File: src/rtl/bitstream_output_buffer.sv
// Encoder output stage: packs 0-4 bytes per cycle into an in-order byte FIFO and drains
// one byte per cycle over valid/ready, flagging the frame's last byte and sticky errors.
//
// state    | meaning
// ST_RUN   | accepting writes; a write carrying the last byte moves to ST_FLUSH
// ST_FLUSH | writes refused; draining until the final byte is read
// ST_DONE  | frame fully drained; only reset leaves this state
module bitstream_output_buffer #(
  parameter int S5_BITSTREAM_WIDTH = 8,
  parameter int S5_ADDR_WIDTH      = 4,
  parameter int S5_CNT_WIDTH       = 32
) (
  input  logic                          s5_clk,
  input  logic                          s5_reset_n,
  input  logic [S5_BITSTREAM_WIDTH-1:0] in_bit_1,
  input  logic [S5_BITSTREAM_WIDTH-1:0] in_bit_2,
  input  logic [S5_BITSTREAM_WIDTH-1:0] in_bit_3,
  input  logic [S5_BITSTREAM_WIDTH-1:0] in_last_bit,
  input  logic [2:0]                    in_flag_bitstream,
  input  logic                          in_flag_last,
  input  logic                          in_carry_error,
  output logic [S5_BITSTREAM_WIDTH-1:0] out_data,
  output logic                          out_valid,
  input  logic                          out_ready,
  output logic                          out_last,
  output logic                          out_done,
  output logic                          out_almost_full,
  output logic                          out_error,
  output logic [S5_CNT_WIDTH-1:0]       out_byte_count
);

  localparam int DEPTH = 2 ** S5_ADDR_WIDTH;
  localparam int AW    = S5_ADDR_WIDTH;
  localparam int CW    = S5_ADDR_WIDTH + 1;
  localparam int BW    = S5_BITSTREAM_WIDTH;
  localparam logic [CW-1:0] DEPTH_C = CW'(DEPTH);

  typedef enum logic [1:0] {ST_RUN, ST_FLUSH, ST_DONE} state_t;

  state_t                  state_q, state_d;
  logic [AW-1:0]           wr_ptr_q, wr_ptr_d;
  logic [AW-1:0]           rd_ptr_q, rd_ptr_d;
  logic [CW-1:0]           count_q, count_d;
  logic                    err_ovf_q, err_ovf_d;
  logic                    err_prot_q, err_prot_d;
  logic                    err_carry_q, err_carry_d;
  logic [S5_CNT_WIDTH-1:0] byte_cnt_q, byte_cnt_d;
  logic [BW-1:0]           mem_q [DEPTH];
  logic [BW-1:0]           mem_d [DEPTH];

  logic [3:0]    nwr;
  logic [3:0]    wr_n;
  logic [CW-1:0] free;
  logic          flag_illegal;
  logic          do_wr;
  logic          rd;
  logic [BW-1:0] wr_slot [4];

  always_comb begin
    nwr          = {1'b0, in_flag_bitstream} + {3'b000, in_flag_last};
    free         = DEPTH_C - count_q;
    flag_illegal = in_flag_bitstream > 3'd3;

    out_valid       = (count_q != '0) && (state_q != ST_DONE);
    out_last        = (state_q == ST_FLUSH) && (count_q == CW'(1));
    out_done        = (state_q == ST_DONE);
    out_almost_full = free < CW'(4);
    out_error       = err_ovf_q | err_prot_q | err_carry_q;
    out_byte_count  = byte_cnt_q;
    out_data        = out_valid ? mem_q[rd_ptr_q] : '0;
    rd              = out_valid & out_ready;

    // The last byte lands immediately after however many counted bytes precede it.
    wr_slot[0] = (in_flag_bitstream >= 3'd1) ? in_bit_1 : in_last_bit;
    wr_slot[1] = (in_flag_bitstream >= 3'd2) ? in_bit_2 : in_last_bit;
    wr_slot[2] = (in_flag_bitstream >= 3'd3) ? in_bit_3 : in_last_bit;
    wr_slot[3] = in_last_bit;

    state_d     = state_q;
    do_wr       = 1'b0;
    err_ovf_d   = err_ovf_q;
    err_prot_d  = err_prot_q;
    err_carry_d = err_carry_q | in_carry_error;

    case (state_q)
      ST_RUN: begin
        if (flag_illegal) begin
          err_prot_d = 1'b1;
        end else if (CW'(nwr) > free) begin
          // No credit for a same-cycle read: the whole write is refused.
          err_ovf_d = 1'b1;
        end else begin
          do_wr = 1'b1;
          if (in_flag_last) state_d = ST_FLUSH;
        end
      end
      ST_FLUSH: begin
        if (flag_illegal || (nwr != 4'd0)) err_prot_d = 1'b1;
        if (rd && (count_q == CW'(1))) state_d = ST_DONE;
      end
      ST_DONE: begin
        if (flag_illegal || (nwr != 4'd0)) err_prot_d = 1'b1;
      end
      default: state_d = ST_RUN;
    endcase

    wr_n = do_wr ? nwr : 4'd0;

    mem_d = mem_q;
    for (int i = 0; i < 4; i++) begin
      if (4'(i) < wr_n) mem_d[wr_ptr_q + AW'(i)] = wr_slot[i];
    end

    wr_ptr_d   = wr_ptr_q + AW'(wr_n);
    rd_ptr_d   = rd_ptr_q + AW'(rd);
    count_d    = count_q + CW'(wr_n) - CW'(rd);
    byte_cnt_d = byte_cnt_q + S5_CNT_WIDTH'(rd);
  end

  always_ff @(posedge s5_clk or negedge s5_reset_n) begin
    if (!s5_reset_n) begin
      state_q     <= ST_RUN;
      wr_ptr_q    <= '0;
      rd_ptr_q    <= '0;
      count_q     <= '0;
      err_ovf_q   <= 1'b0;
      err_prot_q  <= 1'b0;
      err_carry_q <= 1'b0;
      byte_cnt_q  <= '0;
    end else begin
      state_q     <= state_d;
      wr_ptr_q    <= wr_ptr_d;
      rd_ptr_q    <= rd_ptr_d;
      count_q     <= count_d;
      err_ovf_q   <= err_ovf_d;
      err_prot_q  <= err_prot_d;
      err_carry_q <= err_carry_d;
      byte_cnt_q  <= byte_cnt_d;
    end
  end

  // Storage needs no reset: emptiness is tracked by count_q and out_data is gated by out_valid.
  always_ff @(posedge s5_clk) begin
    mem_q <= mem_d;
  end

endmodule

File: config.mk
export PLATFORM = sky130hd
export DESIGN_NAME = bitstream_output_buffer
export DESIGN_NICKNAME = d
export VERILOG_FILES = /design/src/rtl/bitstream_output_buffer.sv
export SDC_FILE = /design/constraint.sdc
export NUM_CORES = 1
export LEC_CHECK = 0
export ABC_AREA = 1
export CELL_PAD_IN_SITES_DETAIL_PLACEMENT = 0
export CELL_PAD_IN_SITES_GLOBAL_PLACEMENT = 1
export CORE_MARGIN = 4
export CORE_UTILIZATION = 39
export CTS_CLUSTER_SIZE = 20
export DETAILED_ROUTE_END_ITERATION = 6
export GPL_TIMING_DRIVEN = 0
export PLACE_DENSITY_LB_ADDON = 0.1
export SETUP_SLACK_MARGIN = 0.3
export SYNTH_ARGS = -nofsm -noshare
export SYNTH_HDL_FRONTEND = slang
export SYNTH_SLANG_ARGS = --single-unit
File: constraint.sdc
create_clock -name s5_clk -period 3.09 [get_ports s5_clk]
set_input_delay 0.309 -clock s5_clk [delete_from_list [all_inputs] [get_ports s5_clk]]
set_output_delay 0.309 -clock s5_clk [all_outputs]
set_load 0.005 [all_outputs]
==> out/metrics.cfg <==
[finish]
final_cell_count_no_fill=3550
final_common_cell=nand2_1
fillCellCount=4213
final_util_pct=53.3
area_growth_pct=33.9
final_nets=3076
layout-drive-gt1-share_pct=21.9
final_cell_mix=nand2_1, inv_1, nand4_1

[timing]
timing.fmax_ghz=0.325
finalSetupViolCount=0
relSlewSlack_pct=6.38
period_minus_slack_ps=3070
final-max-slew-violation-count=0
clock-skew-final_ps=13.9
rsz0062_at_grt=yes
hold_violations=0
worst_pin_slew_ps=1390
min_period_over_period_pct=99.5

[synthesis]
ys.flop_type=dfxtp_1
synth_top_area_share_pct=17.0
ys_seq_area_share_pct=23.2
synth_edf_count=0
synth_top_family_by_area=simple AND/OR/NAND/NOR gates
synth_warnings=0
synth_nets=2872
synth.area.mux_share_pct=0
syn_area_per_cell_sq_um=5.86
synth_seq_cells=178
synth-xor-area-share_pct=2.46
yosys-top-cells-area=nand2_1, dfxtp_1, nand4_1
synth_area_leader_cell=nand2_1
synthSimpleGateAreaFrac_pct=44.2
async_flop_share_pct=28.1
synthCells=2798
syn-cell-area_sq_um=16400
synthAdderAreaFrac_pct=2.68
synth_compound_area_share_pct=13.4
yosysUniqueCellTypes=46

[clock_network]
cts_tree=built
clock_latency_ps=530
cts-htree-levels=4
cts_buffer_depth=2
clk_pin_slew_ps=80
cts_root_buf=clkbuf_16
cts.sinks=178
cts_inserted_buffers=17

[placement]
post-place-cells=3412
numPortBuffers=76
dp_hpwl_mm=66.9
gp_congestion=1.10

[route]
drt-initial-drc-count=2879
drtAntennaViolNets=0
routedWlPerCell_um=27.1
drt-total-wl_mm=96.3
viasPerCell=6.18
drt-pass1-iter-count=6
vias=22000
post-route-drc-count=0

[floorplanning]
start_util_pct=39.8
die_x_um=213
dieArea_sq_um=45400
core_area_sq_um=41200
ios=85
rows=74
die_h_um=213

[critical_path]
cp.arrival_ps=2760
r2r_start=count_q[0]
critPathKind=flop to output port
cp-end-kind=output port
cp_max_fo=10
cp.required_ps=2780
start_kind=flop
r2r-end=mem_q[13]
reg2reg_slack_ps=120
r2r_cells=20

[hold_path]
hp-class=primary input to async pin

[power_and_ir_drop]
irDropWorstVdd_mv=0.645
p_total_uw=21700
power.density_nw_per_um2=989
leakagePower_uw=0.0100

[outcome]
status=finished, final reports clean

[global_routing]
overflow=0
antenna_found_initial=1
grt_pass1_wl_mm=132
grt_usage_pct=40.4
grt_max_degree=34
grt_pass1_vias=19400

[job]
drv_cap=0

-- through the flow --
step / area, sq um / hold slack, ps / setup slack, ps / TNS (ps)
floorplan: 16600 / 13.4 / 187 / 0
global placement: 18000 / 452 / -1310 / -132560
detailed placement: 18000 / 307 / -1100 / -133160
CTS: 20000 / 290 / 61.5 / 0
global route: 22000 / 343 / 2.07 / 0
finish: 22000 / 298 / 16.9 / 0
-- worst max-delay path by stage --
| stage | start | endpoint | slack (ps) | depth (start not counted) |
|---|---|---|---|---|
| floorplan | count_q[0] | out_byte_count[30] | 190 | 20 |
| global placement | in_flag_bitstream[2] | mem_q[23] | -1310 | 9 |
| detailed placement | in_flag_bitstream[0] | mem_q[68] | -1100 | 17 |
| CTS | rd_ptr_q[0] | out_data[4] | 60 | 8 |
| global route | rd_ptr_q[0] | out_data[7] | 2 | 8 |
| finish | rd_ptr_q[0] | out_data[7] | 20 | 8 |
-- report_power, final --
group	switching [uW]	internal (uW)	leakage, uW
clock	1220	1300	0.000305
sequential	1070	3130	0.00168
combinational	9860	5130	0.00806
-- routing by layer --
layer,part of all wire (%),GRT usage (%)
met4,7.1,25.3
met3,13,11.2
met1,40,54.3
met5,0,0
met2,40,56.8
-- synth_stat cells, types with 8 or more instances --
| cell | count |
|---|---|
| inv_1 | 314 |
| dfxtp_1 | 128 |
| xnor2_1 | 14 |
| nand2_1 | 744 |
| o211ai_1 | 10 |
| buf_2 | 93 |
| nor2_1 | 227 |
| o21ai_1 | 18 |
| clkbuf_1 | 92 |
| ha_1 | 32 |
| buf_4 | 14 |
| xor2_1 | 27 |
| dfrtp_1 | 50 |
| o21ai_0 | 201 |
| nor2_2 | 8 |
| nand3_4 | 9 |
| buf_1 | 19 |
| o221ai_1 | 23 |
| o22ai_1 | 9 |
| a21oi_1 | 129 |
| nand3_1 | 311 |
| a21oi_2 | 13 |
| nand4_1 | 263 |
-- flip-flops by register name, indices dropped and copies added (netlist names) --
name            flops
count_q             5
wr_ptr_q            4
rd_ptr_q            4
mem_q             128
out_byte_count     32
state_q             2
err_ovf_q           1
err_prot_q          1
err_carry_q         1
-- timing repair --
item | CTS | global route
hold buffers | 1 | 0
resized for setup | 242 | 360
pin swaps | 58 | 244
buffers inserted | 44 | 42
setup endpoints to repair | 165 | 158
cloned | 1 | 17
endpoints found under the hold margin | 17 | 0
-- critical path, cell delays in order (launching register included) --
cell             delay, ps
dfrtp_1                390
buf_4                  150
clkinv_4               110
clkbuf_8               220
nor2_1                  80
o221ai_2               290
nand3_2                170
a21oi_4                270
clkdlybuf4s50_1        550
-- logic make-up (layout without fill, tap and decap cells) --
logic type                 after synthesis  after routing
buffers and inverters                  552            769
AOI/OAI and AO/OA                      405            405
xor gates and xnor gates                43             43
other                                    1              4
DFF                                    178            178
adders and majority gates               34             34
and+or+nand+nor                       1585           1585
-- cell type report --
class,count,area (sq um),area share (%)
Buffer,223,1660,7.57
Clock inverter,15,198,0.900
Sequential cell,178,3810,17.4
Antenna cell,3,7.51,0.0342
Multi-Input combinational cell,2068,11800,53.6
Clock buffer,17,425,1.94
Tap cell,532,666,3.03
Inverter,327,1260,5.72
Timing Repair Buffer,187,2150,9.81
Power figures use the tool's default switching activity.
